`config.mk`:
```
export PLATFORM = sky130hd
export DESIGN_NAME = arb_mux_rr
export DESIGN_NICKNAME = d
export VERILOG_FILES = /design/src/rtl/arb_mux_rr.sv
export SDC_FILE = /design/constraint.sdc
export NUM_CORES = 1
export LEC_CHECK = 0
export CAP_MARGIN = 40
export CELL_PAD_IN_SITES_DETAIL_PLACEMENT = 1
export CELL_PAD_IN_SITES_GLOBAL_PLACEMENT = 1
export CORE_AREA = 2 2 112 114
export DETAILED_ROUTE_END_ITERATION = 10
export DIE_AREA = 0 0 114 116
export PLACE_DENSITY_LB_ADDON = 0.08
export SETUP_SLACK_MARGIN = 0.3
export SYNTH_ARGS = -nofsm -noshare
export SYNTH_HDL_FRONTEND = slang
export SYNTH_SLANG_ARGS = --single-unit
```
`constraint.sdc`:
```
create_clock -name clk -period 2.4 [get_ports clk]
set_input_delay 0.24 -clock clk [delete_from_list [all_inputs] [get_ports clk]]
set_output_delay 0.24 -clock clk [all_outputs]
set_load 0.02 [all_outputs]
```
`src/rtl/arb_mux_rr.sv`:
```
// Registered N-channel valid/ready multiplexer. Selection is either round-robin
// over requesting channels or a forced channel index; the winner lands in a one-entry output register.
module arb_mux_rr_lane #(
  parameter int SEL_W = 3,
  parameter int IDX   = 0
) (
  input  logic             valid,
  input  logic             force_en,
  input  logic [SEL_W-1:0] force_sel,
  input  logic [SEL_W-1:0] ptr,
  input  logic             xfer,
  input  logic [SEL_W-1:0] gnt,
  output logic             req,
  output logic             upper,
  output logic             ready
);
  localparam logic [SEL_W-1:0] ME = SEL_W'(IDX);

  // In forced mode only the lane matching force_sel may request.
  assign req   = valid && (!force_en || force_sel == ME);
  // Lanes above ptr are searched first, so the search starts at ptr+1.
  assign upper = ME > ptr;
  assign ready = xfer && (gnt == ME);
endmodule

module arb_mux_rr #(
  parameter int WIDTH    = 16,
  parameter int CHANNELS = 8,
  parameter int SEL_W    = 3
) (
  input  logic                      clk,
  input  logic                      reset,
  input  logic [CHANNELS-1:0]       in_valid,
  input  logic [CHANNELS*WIDTH-1:0] in_data,
  output logic [CHANNELS-1:0]       in_ready,
  input  logic                      force_en,
  input  logic [SEL_W-1:0]          force_sel,
  output logic                      out_valid,
  output logic [WIDTH-1:0]          out_data,
  output logic [SEL_W-1:0]          out_sel,
  input  logic                      out_ready
);
  logic [CHANNELS-1:0][WIDTH-1:0] data_a;
  logic [CHANNELS-1:0]            req, upper, req_hi;
  logic [SEL_W-1:0]               ptr, gnt, gnt_lo, gnt_hi;
  logic                           gnt_vld, slot_free, xfer;
  logic [WIDTH-1:0]               sel_data;

  assign data_a = in_data;

  for (genvar i = 0; i < CHANNELS; i++) begin : g_lane
    arb_mux_rr_lane #(.SEL_W(SEL_W), .IDX(i)) u_lane (
      .valid     (in_valid[i]),
      .force_en  (force_en),
      .force_sel (force_sel),
      .ptr       (ptr),
      .xfer      (xfer),
      .gnt       (gnt),
      .req       (req[i]),
      .upper     (upper[i]),
      .ready     (in_ready[i])
    );
  end

  assign req_hi = req & upper;

  // Two-pass priority: lowest requester above ptr, else lowest overall (the wrap).
  always_comb begin
    gnt_lo = '0;
    gnt_hi = '0;
    for (int i = CHANNELS - 1; i >= 0; i--) begin
      if (req[i])    gnt_lo = SEL_W'(i);
      if (req_hi[i]) gnt_hi = SEL_W'(i);
    end
    gnt     = (|req_hi) ? gnt_hi : gnt_lo;
    gnt_vld = |req;
  end

  always_comb begin
    sel_data = '0;
    for (int i = 0; i < CHANNELS; i++)
      if (gnt == SEL_W'(i)) sel_data = data_a[i];
  end

  assign slot_free = !out_valid || out_ready;
  assign xfer      = slot_free && gnt_vld && !reset;

  always_ff @(posedge clk) begin
    if (reset) begin
      out_valid <= 1'b0;
      out_data  <= '0;
      out_sel   <= '0;
      ptr       <= SEL_W'(CHANNELS - 1);
    end else if (xfer) begin
      out_valid <= 1'b1;
      out_data  <= sel_data;
      out_sel   <= gnt;
      ptr       <= gnt;
    end else if (out_ready) begin
      out_valid <= 1'b0;
    end
  end
endmodule

```
* After elaboration in Yosys (flattened, before gate mapping)
Index checks and enable logic that the tools add are counted.
** Cells by class
- $lt $le $gt $ge :: 8
- Equality and inequality tests :: 14
- Mux-type cells :: 27
- Bitwise operators :: 1
- Reduce and logical (&&, ||, !) cells :: 35
** Operators with widths (count)
- $mux W16 :: 8
- $mux W3 :: 17
- $eq A3 B3 Y1 const B :: 8
- $logic_and A1 B1 Y1 :: 18
- $reduce_or A8 Y1 :: 2
- $eq A3 B2 Y1 const B :: 4
- $gt A3 B3 Y1 const A :: 4
- $logic_or A1 B1 Y1 :: 9
- $and A8 B8 Y8 :: 1
- $eq A3 B1 Y1 const B :: 2
- $gt A1 B3 Y1 const A :: 2
- $gt A2 B3 Y1 const A :: 2
- $logic_not A3 Y1 :: 2
- $logic_not A1 Y1 :: 3
- $mux W1 :: 2
- $reduce_bool A2 Y1 :: 1
** Storage, ports and cells
- Bits in registers :: 23
- Input bits :: 143
- Logic and storage cells :: 89

* Longest topological paths before layout
Gate-level depths: netlist (run 1).
- Word-level depth :: 22
- Depth in mapped cells :: 12

* Hierarchy
A second synthesis (run 1) with hierarchy kept.
** Second synthesis, totals
- Cell total of the unflattened synthesis :: 333
- Area, all modules :: 2494.9 sq um
** Modules (own cells, without submodules)
- arb_mux_rr :: instances 1, cells each 298, area each 2248.4 sq um, seq. area each 460.4 sq um
- arb_mux_rr_lane (g_lane[2].u_lane ...) :: instances 3, cells each 4, area each 30.0 sq um, seq. area each 0.0 sq um
- arb_mux_rr_lane (g_lane[4].u_lane) :: instances 1, cells each 6, area each 36.3 sq um, seq. area each 0.0 sq um
- arb_mux_rr_lane (g_lane[0].u_lane) :: instances 1, cells each 5, area each 33.8 sq um, seq. area each 0.0 sq um
- arb_mux_rr_lane (g_lane[1].u_lane) :: instances 1, cells each 4, area each 31.3 sq um, seq. area each 0.0 sq um
- arb_mux_rr_lane (g_lane[6].u_lane) :: instances 1, cells each 4, area each 28.8 sq um, seq. area each 0.0 sq um
- arb_mux_rr_lane (g_lane[7].u_lane) :: instances 1, cells each 4, area each 26.3 sq um, seq. area each 0.0 sq um

* Worst setup path after synthesis (run 1)
OpenSTA, ideal clock, no wires.
- Kind :: input port to output port
- From :: in force_sel[2]
- To :: out in_ready[7]
- Arrival time :: 2.180 ns
- Required time :: 2.160 ns
- Setup slack :: -0.020 ns
- Stages on the path :: 11
- Path buffers :: 4
- Cells stage by stage :: buf_6 -> and4b_1 -> o21ai_1 -> a21oi_2 -> a2111o_1 -> o211ai_4 -> buf_6 -> nand2_1 -> clkbuf_1 -> nor2_1 -> buf_4
** Between the ends
- Cells in the longest elaborated chain, start to end :: 15
- Elaborated cells between the ends (all ways) :: 48
- Classes of those cells :: eq/ne: 8; mux: 17; bitwise: 1; reduce/logical: 22
** Ends and longest elaborated chain
- start: declaration :: RTL line 37 : input logic [SEL_W-1:0] force_sel,
- $eq A3 B3 Y1 :: RTL line 20 : assign req = valid && (!force_en || force_sel == ME);
- $logic_or A1 B1 Y1 :: RTL line 20
- $logic_and A1 B1 Y1 :: RTL line 20
- $and A8 B8 Y8 :: RTL line 65 : assign req_hi = req & upper;
- $mux W3 (8 in series) :: RTL line 73 : if (req_hi[i]) gnt_hi = SEL_W'(i);
- $mux W3 :: RTL line 75 : gnt = (|req_hi) ? gnt_hi : gnt_lo;
- $eq A3 B3 Y1 :: RTL line 23 : assign ready = xfer && (gnt == ME);
- $logic_and A1 B1 Y1 (*) :: RTL line 23
- end: declaration :: RTL line 35 : output logic [CHANNELS-1:0] in_ready,
Every way passes the cells marked *; elsewhere a longest branch is shown, timed or not.

* Final worst setup path (run 1)
- From :: reg ptr[0]
- To :: reg out_data[7]
** Between the ends
- Cells in the longest elaborated chain, start to end :: 20
- Elaborated cells between the ends (all ways) :: 35
- Classes of those cells :: order compare: 8; eq/ne: 7; mux: 17; bitwise: 1; reduce/logical: 2
** Ends and longest elaborated chain
- start: declaration :: RTL line 45 : logic [SEL_W-1:0] ptr, gnt, gnt_lo, gnt_hi;
- start signal: assignment :: RTL line 93 : ptr <= SEL_W'(CHANNELS - 1);
- start signal: assignment :: RTL line 98 : ptr <= gnt;
- $gt A3 B3 Y1 :: RTL line 22 : assign upper = ME > ptr;
- $and A8 B8 Y8 (*) :: RTL line 65
- $mux W3 (8 in series) :: RTL line 73
- $mux W3 (*) :: RTL line 75
- $logic_not A3 Y1 :: RTL line 82 : if (gnt == SEL_W'(i)) sel_data = data_a[i];
- $mux W16 (7 in series) :: RTL line 82
- $mux W16 (*) :: RTL line 82
- end signal: assignment :: RTL line 96 : out_data <= sel_data;
- end: declaration :: RTL line 39 : output logic [WIDTH-1:0] out_data,
Marked as above.
A chain may end at the register's enable or synchronous reset.

==> reports/summary.json, run 1 <==
{
  "final.fill_count": 1360,
  "critical-path-slowest-cell": "sky130_fd_sc_hd__or3_4",
  "place_congestion": 0.8247,
  "antenna_found_initial": 0,
  "post_synth_instance_area_mm2": 0.002451,
  "drt_first_pass_iters": 4,
  "yosys_reg_bits": 23,
  "first_global_vias": 3614,
  "sinks_on_clock_net": 23,
  "setup.worst_path.end_class": "flop",
  "finalCritPeriodShare": 1.012,
  "clock_power_share": 0.106,
  "worst_path_most_repeated_cell": "sky130_fd_sc_hd__o22ai_1",
  "cts_tree": "built",
  "hp-class": "flop to flop",
  "h-tree-depth": 1,
  "ys_seq_area_frac": 0.1879,
  "synth_fp_nets": 465,
  "yosys_most_used_dff": "sky130_fd_sc_hd__dfxtp_1",
  "static-leakage-power_uw": 0.002105,
  "outcome": "complete, but fails checks",
  "violations": "setup timing",
  "worst_vdd_rail_ir_drop_mv": 0.3055,
  "fp.dieH_um": 116,
  "finalSetupViolations": 7,
  "worst-endpoint-required_ns": 2.54,
  "power_share_of_the_combinational_group": 0.739,
  "number_of_max_slew_violations_in_the_final_report": 0,
  "maximum_count_of_clock_buffers_along_a_single_path": 2,
  "seq_power_share": 0.155,
  "crit_family": "simple AND/OR/NAND/NOR gates",
  "crit_fanout": 5,
  "avgRoutedWirePerCell_um": 18.61,
  "clock_edge_transition_at_the_registers_on_the_reported_setup_and_hold_paths_ns": 0.07,
  "startpoint_type": "flop",
  "numCtsBuffers": 3,
  "post_layout_nonfiller_instances": 695,
  "fmaxAchievable_mhz": 411.8,
  "mapped_cells": 322,
  "tightest_slew_ns": 0.3128,
  "setup-tns-final_ns": -0.09070,
  "async_flop_share": 0,
  "number_of_antenna_violating_nets_in_the_routed_design": 0,
  "power_per_cell_area_mw_per_mm2": 679.5,
  "viasPerCell": 4.935,
  "postCtsHoldBufs": 0,
  "synthesis.area_per_instance_um2": 7.612,
  "critical_path_buffer_and_inverter_count": 2,
  "power.total_uw": 3740,
  "timing.final.crit_period_ns": 2.428,
  "insertion_delay_ns": 0.27,
  "skew_ns": 0.004050,
  "fp.dieArea_mm2": 0.01322,
  "synth_enable_flop_cells": 0,
  "grt_setup_unrepaired": "yes",
  "postRouteWirelength_um": 12940,
  "portBuffers": 170,
  "initial_core_util": 0.2058,
  "internal_portion_of_total_power_uw": 2255,
  "dp_cells": 661,
  "critPathKind": "flop to flop",
  "clock-root-buffer": "sky130_fd_sc_hd__clkbuf_16",
  "count_of_vias_placed_by_the_detailed_router": 3430,
  "timing.final.ws_setup_ns": -0.02813,
  "grt_overflow_total": 0,
  "yosysWarnings": 0,
  "critPathMaxStageDelay_ns": 0.43,
  "power_switching_share": 0.3971,
  "route.detailed.drc": 0,
  "dpl_worst_slack_ns": -1.060,
  "initialDrtViolationCount": 118,
  "floorplan.io_pins": 171,
  "antennaDiodeCount": 0,
  "groute.usage.overall": 0.1846,
  "fin_hold_ws_ns": 0.4627,
  "critical_path.cell_chain": "nand2b_4 > a21oi_1 > a221oi_4 > or2_2 > o31a_1 > buf_6 > or3_4 > buf_12 > o22ai_1 > o22ai_1",
  "num_rows": 40,
  "grt_pass1_wl_um": 19200,
  "design.core.area_mm2": 0.01191,
  "p_sw_uw": 1485,
  "drv.max_cap_violation_count": 0,
  "finalNetCount": 692,
  "timing.slew.headroom": 0.7915,
  "worst-endpoint-arrival_ns": 2.57,
  "hold_viol": 0,
  "chipWidth_um": 114,
  "synth_cell_types": 51,
  "grt_start_max_net_pins": 29,
  "drive_gt1_frac": 0.3303,
  "hpwlAfterDp_um": 9781,
  "layout-area-overhead-vs-synth_pct": 124.6
}
synth_stat cells (2+ instances only):
library cell / instances / area share
sky130_fd_sc_hd__or2_2: 2 / 0.0051
sky130_fd_sc_hd__dfxtp_1: 23 / 0.19
sky130_fd_sc_hd__nand3_1: 4 / 0.0082
sky130_fd_sc_hd__o21ai_0: 22 / 0.045
sky130_fd_sc_hd__a221oi_1: 11 / 0.039
sky130_fd_sc_hd__o22a_1: 6 / 0.021
sky130_fd_sc_hd__o21ai_1: 7 / 0.014
sky130_fd_sc_hd__inv_1: 5 / 0.0077
sky130_fd_sc_hd__nand2b_1: 4 / 0.010
sky130_fd_sc_hd__nand3b_1: 3 / 0.0092
sky130_fd_sc_hd__mux2i_1: 43 / 0.18
sky130_fd_sc_hd__a211oi_1: 2 / 0.0061
sky130_fd_sc_hd__o31a_1: 2 / 0.0071
sky130_fd_sc_hd__nor2_1: 34 / 0.052
sky130_fd_sc_hd__and4b_1: 2 / 0.0082
sky130_fd_sc_hd__o2111ai_1: 10 / 0.036
sky130_fd_sc_hd__o311ai_1: 2 / 0.0071
sky130_fd_sc_hd__o21a_1: 5 / 0.015
sky130_fd_sc_hd__a21o_1: 2 / 0.0061
sky130_fd_sc_hd__buf_2: 7 / 0.014
sky130_fd_sc_hd__a21oi_1: 17 / 0.035
sky130_fd_sc_hd__buf_4: 11 / 0.034
sky130_fd_sc_hd__o22ai_1: 22 / 0.056
sky130_fd_sc_hd__or3_1: 11 / 0.028
sky130_fd_sc_hd__nor3_1: 10 / 0.020
sky130_fd_sc_hd__nand2_1: 18 / 0.028
sky130_fd_sc_hd__clkbuf_1: 9 / 0.014
sky130_fd_sc_hd__buf_6: 5 / 0.023
flip-flops by register name (all words and copies together), names as in the netlist:
| signal | count |
|---|---|
| out_data | 16 |
| ptr | 3 |
| out_valid | 1 |
| out_sel | 3 |
cell families after synthesis:
logic type             after synthesis  share of synthesized area
and+or+nand+nor                     99                     0.2042
muxes                               43                     0.1756
DFF                                 23                     0.1879
AOI/OAI and AO/OA                  119                     0.3384
buffers and inverters               38                    0.09392
final cells by class:
cell class	count	area, um2	share of cell area
Timing Repair Buffer	255	2579	0.4685
Inverter	5	18.77	0.003410
Tap cell	147	183.9	0.03342
Multi-Input combinational cell	261	2176	0.3953
Sequential cell	23	467.9	0.08502
Clock buffer	4	78.83	0.01432
metrics by stage:
stage	utilization	cell area, um2
3_5_place_dp	0.3898	4643
5_1_grt	0.4621	5504
4_1_cts	0.4400	5241
6_report	0.4621	5504
3_3_place_gp	0.3898	4643
2_1_floorplan	-	2536
cell usage in the layout, fill, tap and decap left out, types with 9 or more instances in the layout:
| cell | count |
|---|---|
| sky130_fd_sc_hd__nor3_1 | 9 |
| sky130_fd_sc_hd__o21ai_1 | 17 |
| sky130_fd_sc_hd__a21oi_1 | 14 |
| sky130_fd_sc_hd__or3_1 | 9 |
| sky130_fd_sc_hd__dfxtp_1 | 21 |
| sky130_fd_sc_hd__nor2_1 | 23 |
| sky130_fd_sc_hd__buf_4 | 58 |
| sky130_fd_sc_hd__o22ai_1 | 16 |
| sky130_fd_sc_hd__nand2_1 | 11 |
| sky130_fd_sc_hd__clkdlybuf4s50_1 | 151 |
| sky130_fd_sc_hd__buf_6 | 24 |
| sky130_fd_sc_hd__o2111ai_1 | 9 |
| sky130_fd_sc_hd__mux2i_1 | 35 |
final timing paths:
check / startpoint / end / slack, ns / cells after the start
worst min register to register: out_sel[2] / out_sel[2] / 0.46 / 2
worst min-delay path: out_sel[2] / out_sel[2] / 0.46 / 2
worst max-delay path: ptr[0] / out_data[7] / -0.03 / 10
worst max register to register: ptr[0] / out_data[7] / -0.03 / 10
per-layer routing:
metal | up-vias | share of wire | track usage
met5 | - | 0 | 0
met4 | 0 | 0.0042 | 0.02195
li1 | 1693 | - | -
met3 | 4 | 0.075 | 0.04707
met1 | 1616 | 0.40 | 0.2159
met2 | 117 | 0.52 | 0.3488
tightest hold or removal path: cells and delay by family (launching register included):
| kind | cells | cell delay (ns) |
|---|---|---|
| compound gates | 1 | 0.06 |
| flops | 1 | 0.31 |
| simple gates | 1 | 0.05 |
power groups by stage:
stage	sequential (uW)	combinational, uW	clock (uW)
3_5_place_dp	580	2110	0
3_3_place_gp	576	2090	0
4_1_cts	577	2540	403
5_1_grt	596	2960	426
6_report	579	2760	398
2_1_floorplan	701	1080	0
repair_timing:
item                       CTS  global route
gates resized for setup    161            40
pin swaps                   27            13
setup endpoints to repair   30            29
cloned                       2             3
buffers inserted            17             8
(Power assumes the default switching activity.)
==> run 2, diff against run 1 <==
--- a/config.mk
+++ b/config.mk
@@ -8,11 +8,12 @@
 export CAP_MARGIN = 40
 export CELL_PAD_IN_SITES_DETAIL_PLACEMENT = 1
 export CELL_PAD_IN_SITES_GLOBAL_PLACEMENT = 1
-export CORE_AREA = 2 2 112 114
+export CORE_AREA = 2 2 110 112
 export DETAILED_ROUTE_END_ITERATION = 10
-export DIE_AREA = 0 0 114 116
+export DIE_AREA = 0 0 112 114
 export PLACE_DENSITY_LB_ADDON = 0.08
 export SETUP_SLACK_MARGIN = 0.3
 export SYNTH_ARGS = -nofsm -noshare
 export SYNTH_HDL_FRONTEND = slang
+export SYNTH_HIERARCHICAL = 1
 export SYNTH_SLANG_ARGS = --single-unit
==> run 2 against run 1 <==
Effect of this change:
- clock power down 4%
- the flow still finishes with violations (setup timing)
- largest power group unchanged
- highest routed layer unchanged
- sequential power down 1%
- fmax down 13%
- critical path type is now flop to output pin
==> reports/summary.json, run 2 <==
{
  "postRouteWirelength": {"value": 12960, "unit": "um", "change": "+0.21%"},
  "portBuffers": {"value": 170, "change": "unchanged"},
  "finalSetupViolations": {"value": 24, "change": "+17"},
  "antennaDiodeCount": {"value": 0, "change": "unchanged"},
  "sinks_on_clock_net": {"value": 23, "change": "unchanged"},
  "grt_overflow_total": {"value": 0, "change": "unchanged"},
  "setup.worst_path.end_class": "output pin",
  "yosys_reg_bits": {"value": 23, "change": "unchanged"},
  "hold_viol": {"value": 0, "change": "unchanged"},
  "timing.final.crit_period": {"value": 2.790, "unit": "ns", "change": "+0.3619 ns"},
  "mapped_cells": {"value": 333, "change": "+3.4%"},
  "synth_commonest_cells": "30 x sky130_fd_sc_hd__nand2_1, 23 x sky130_fd_sc_hd__dfxtp_1, 22 x sky130_fd_sc_hd__a21oi_1",
  "placedInstanceArea": {"value": 0.004838, "unit": "mm2", "change": "+4.2%"},
  "setup-tns-final": {"value": -7.989, "unit": "ns", "change": "-7.898 ns"},
  "fmaxAchievable": {"value": 358.4, "unit": "MHz", "change": "-13%"},
  "num_rows": {"value": 40, "change": "unchanged"},
  "grt_start_max_net_pins": {"value": 29, "change": "unchanged"},
  "first_global_vias": {"value": 3881, "change": "+7.4%"},
  "final_util": {"value": 0.4978, "change": "+0.03568"},
  "largest_reg_flops": {"value": 16, "change": "unchanged"},
  "power.total": {"value": 3748, "unit": "uW", "change": "+0.21%"},
  "chipWidth": {"value": 112, "unit": "um", "change": "-1.8%"},
  "worst_vdd_rail_ir_drop": {"value": 0.3276, "unit": "mV", "change": "+7.3%"},
  "number_of_antenna_violating_nets_in_the_routed_design": {"value": 0, "change": "unchanged"},
  "yosys_most_used_dff": "sky130_fd_sc_hd__dfxtp_1",
  "largest_register": "out_data",
  "finalCritPeriodShare": {"value": 1.163, "change": "+0.1508"},
  "design.core.area": {"value": 0.01171, "unit": "mm2", "change": "-1.7%"},
  "static-leakage-power": {"value": 0.002317, "unit": "uW", "change": "+10%"},
  "route.detailed.drc": {"value": 0, "change": "unchanged"},
  "groute.usage.overall": {"value": 0.1921, "change": "+0.007438"},
  "skew": {"value": 0.009706, "unit": "ns", "change": "+0.005656 ns"},
  "grt_setup_unrepaired": "yes",
  "insertion_delay": {"value": 0.27, "unit": "ns", "change": "about the same"},
  "synthesis.area_per_instance": {"value": 7.492, "unit": "um2", "change": "-1.6%"},
  "avgRoutedWirePerCell": {"value": 17.93, "unit": "um", "change": "-3.7%"},
  "floorplan.io_pins": {"value": 171, "change": "unchanged"},
  "synthTopCellsByArea": "sky130_fd_sc_hd__dfxtp_1 18%, sky130_fd_sc_hd__mux2i_1 6.8%, sky130_fd_sc_hd__mux2_2 6.3%",
  "postCtsHoldBufs": {"value": 0, "change": "unchanged"},
  "seq_power_share": {"value": 0.153, "change": "-0.002"},
  "netlist.top_cell.by_area": "sky130_fd_sc_hd__dfxtp_1",
  "startpoint_type": "flop",
  "maximum_count_of_clock_buffers_along_a_single_path": {"value": 2, "change": "unchanged"},
  "async_flop_share": {"value": 0, "change": "unchanged"},
  "count_of_vias_placed_by_the_detailed_router": {"value": 3638, "change": "+6.1%"},
  "drt_first_pass_iters": {"value": 4, "change": "unchanged"},
  "worst-endpoint-required": {"value": 2.16, "unit": "ns", "change": "-0.38 ns"},
  "fp.dieArea": {"value": 0.01277, "unit": "mm2", "change": "-3.4%"},
  "initialDrtViolationCount": {"value": 85, "change": "-28%"},
  "cts_tree": "built",
  "h-tree-depth": {"value": 1, "change": "unchanged"},
  "hpwlAfterDp": {"value": 9164, "unit": "um", "change": "-6.3%"},
  "ys_seq_area_frac": {"value": 0.1846, "change": "-0.003297"},
  "layout-area-overhead-vs-synth_pct": 133.7,
  "final_cell_mix": "151 x sky130_fd_sc_hd__clkdlybuf4s50_1, 72 x sky130_fd_sc_hd__buf_4, 29 x sky130_fd_sc_hd__nand2_1",
  "hp-class": "flop to flop",
  "clock_edge_transition_at_the_registers_on_the_reported_setup_and_hold_paths": {"value": 0.07, "unit": "ns", "change": "about the same"},
  "number_of_max_slew_violations_in_the_final_report": {"value": 0, "change": "unchanged"},
  "fin_hold_ws": {"value": 0.4455, "unit": "ns", "change": "-0.01715 ns"},
  "share_of_yosys_cell_area_claimed_by_the_top_area_cell_type": {"value": 0.1846, "change": "-0.003297"},
  "drv.max_cap_violation_count": {"value": 0, "change": "unchanged"},
  "grt_pass1_wl": {"value": 19870, "unit": "um", "change": "+3.5%"},
  "drive_gt1_frac": {"value": 0.3611, "change": "+0.03082"},
  "power_per_cell_area": {"value": 642.9, "unit": "mW/mm2", "change": "-5.4%"},
  "viasPerCell": {"value": 5.032, "change": "+2.0%"},
  "synth_cell_types": {"value": 57, "change": "+12%"},
  "crit_fanout": {"value": 5, "change": "unchanged"},
  "timing.final.ws_setup": {"value": -0.3900, "unit": "ns", "change": "-0.3619 ns"},
  "p_sw": {"value": 1502, "unit": "uW", "change": "+1.1%"},
  "outcome": "complete, but fails checks",
  "worst-endpoint-arrival": {"value": 2.55, "unit": "ns", "change": "-0.02 ns"},
  "violations": "setup timing",
  "antenna_found_initial": {"value": 0, "change": "unchanged"},
  "power_share_of_the_combinational_group": {"value": 0.745, "change": "+0.006"},
  "clock-root-buffer": "sky130_fd_sc_hd__clkbuf_16",
  "yosysWarnings": {"value": 6, "change": "+6"},
  "yosys.cell_count.top_type": "sky130_fd_sc_hd__nand2_1",
  "synth_fp_nets": {"value": 476, "change": "+2.4%"},
  "biggestRegsByFlops": "out_data (16), out_sel (3), ptr (3)",
  "post_synth_instance_area": {"value": 0.002495, "unit": "mm2", "change": "+1.8%"},
  "place_congestion": {"value": 0.8097, "change": "-1.8%"},
  "finalNetCount": {"value": 720, "change": "+4.0%"},
  "initial_core_util": {"value": 0.2130, "change": "+0.007257"},
  "final.fill_count": {"value": 1344, "change": "-1.2%"},
  "clock_power_share": {"value": 0.102, "change": "-0.004"},
  "internal_portion_of_total_power": {"value": 2246, "unit": "uW", "change": "-0.39%"},
  "power_switching_share": {"value": 0.4007, "change": "+0.003611"},
  "layout.cells.most_common": "sky130_fd_sc_hd__clkdlybuf4s50_1",
  "numCtsBuffers": {"value": 3, "change": "unchanged"},
  "synth_enable_flop_cells": {"value": 0, "change": "unchanged"},
  "critPathKind": "flop to output pin",
  "fp.dieH": {"value": 114, "unit": "um", "change": "-1.7%"},
  "post-route-cell-area": {"value": 0.005829, "unit": "mm2", "change": "+5.9%"}
}
==> run 2: changes by cell type in the layout (fill, tap and decap cells not counted), sizes merged, moves of 15 or more <==
| cell | change |
|---|---|
| o221ai | +15 |
| mux2i | -26 |
| o22ai | -22 |
| nand4 | +15 |
| nor2 | -23 |
| mux2 | +18 |
| a2bb2oi | +15 |
==> run 2: final timing paths <==
kind,startpoint,endpoint,slack (ns),depth (start not counted)
worst min-delay path,out_data[11],out_data[11],0.45,2
worst max register to register,ptr[2],out_data[1],-0.36,13
worst min register to register,out_data[11],out_data[11],0.45,2
worst max-delay path,ptr[0],in_ready[4],-0.39,12
==> run 2: layer usage <==
metal / GRT usage / share of wire / vias to the layer above
met5: 0 / 0 / -
met4: 0.01545 / 0.0062 / 0
met3: 0.04357 / 0.053 / 8
met2: 0.3891 / 0.56 / 89
met1: 0.2108 / 0.38 / 1748
li1: - / - / 1793
==> run 2: stage by stage <==
stage | instances | setup WS [ns]
after floorplan | 333 | -0.2407
after global placement | 677 | -1.151
after detailed placement | 677 | -1.217
after CTS | 719 | -0.2792
after global routing | 723 | -0.5005
final | 723 | -0.3900
==> run 2: worst max-delay path: stages, from the launching register on <==
cell and delay [ns]:
sky130_fd_sc_hd__dfxtp_4 0.38, sky130_fd_sc_hd__o21ai_1 0.28, sky130_fd_sc_hd__a22oi_2 0.15, sky130_fd_sc_hd__buf_4 0.18
sky130_fd_sc_hd__a21boi_4 0.19, sky130_fd_sc_hd__o32a_1 0.26, sky130_fd_sc_hd__nor2_4 0.06, sky130_fd_sc_hd__buf_6 0.12
sky130_fd_sc_hd__buf_12 0.11, sky130_fd_sc_hd__buf_12 0.13, sky130_fd_sc_hd__buf_6 0.11, sky130_fd_sc_hd__nor3_2 0.15
sky130_fd_sc_hd__buf_4 0.16
==> run 2: cell families after synthesis <==
family,synth area share
AO/OA/AOI/OAI,0.3756
AND/OR/NAND/NOR,0.2222
buffers and inverters,0.06670
multiplexers,0.1494
flip-flops,0.1846
other,0.001503
==> run 2: power by group through the flow <==
stage / combinational [uW] / clock [uW] / sequential (uW)
after floorplan: 1030 / 0 / 665
after global placement: 2080 / 0 / 559
after detailed placement: 2100 / 0 / 562
after CTS: 2720 / 384 / 573
after global routing: 3000 / 402 / 590
final: 2790 / 381 / 573
==> run 2: final cells by class <==
cell class	count	area (um2)	area share
repair buffers	269	2720	0.4666
well taps	147	183.9	0.03155
clock buffers	4	78.83	0.01352
flip-flops and latches	23	471.7	0.08092
inverters	8	37.54	0.006439
multi-input cells	272	2337	0.4009
==> run 2: what timing repair did <==
item / 4_1_cts / 5_1_grt
buffers inserted: 34 / 4
gates cloned: 4 / 0
pin swaps: 37 / 13
setup endpoints to repair: 30 / 29
resized for setup: 169 / 16
==> run 3, diff against run 2 <==
--- a/config.mk
+++ b/config.mk
@@ -8,12 +8,11 @@
 export CAP_MARGIN = 40
 export CELL_PAD_IN_SITES_DETAIL_PLACEMENT = 1
 export CELL_PAD_IN_SITES_GLOBAL_PLACEMENT = 1
-export CORE_AREA = 2 2 110 112
+export CORE_AREA = 2 2 112 114
 export DETAILED_ROUTE_END_ITERATION = 10
-export DIE_AREA = 0 0 112 114
+export DIE_AREA = 0 0 114 116
 export PLACE_DENSITY_LB_ADDON = 0.08
 export SETUP_SLACK_MARGIN = 0.3
 export SYNTH_ARGS = -nofsm -noshare
 export SYNTH_HDL_FRONTEND = slang
-export SYNTH_HIERARCHICAL = 1
 export SYNTH_SLANG_ARGS = --single-unit
==> results of run 3 <==
No change in the layout: final DEF, timing and power equal those of run 1.
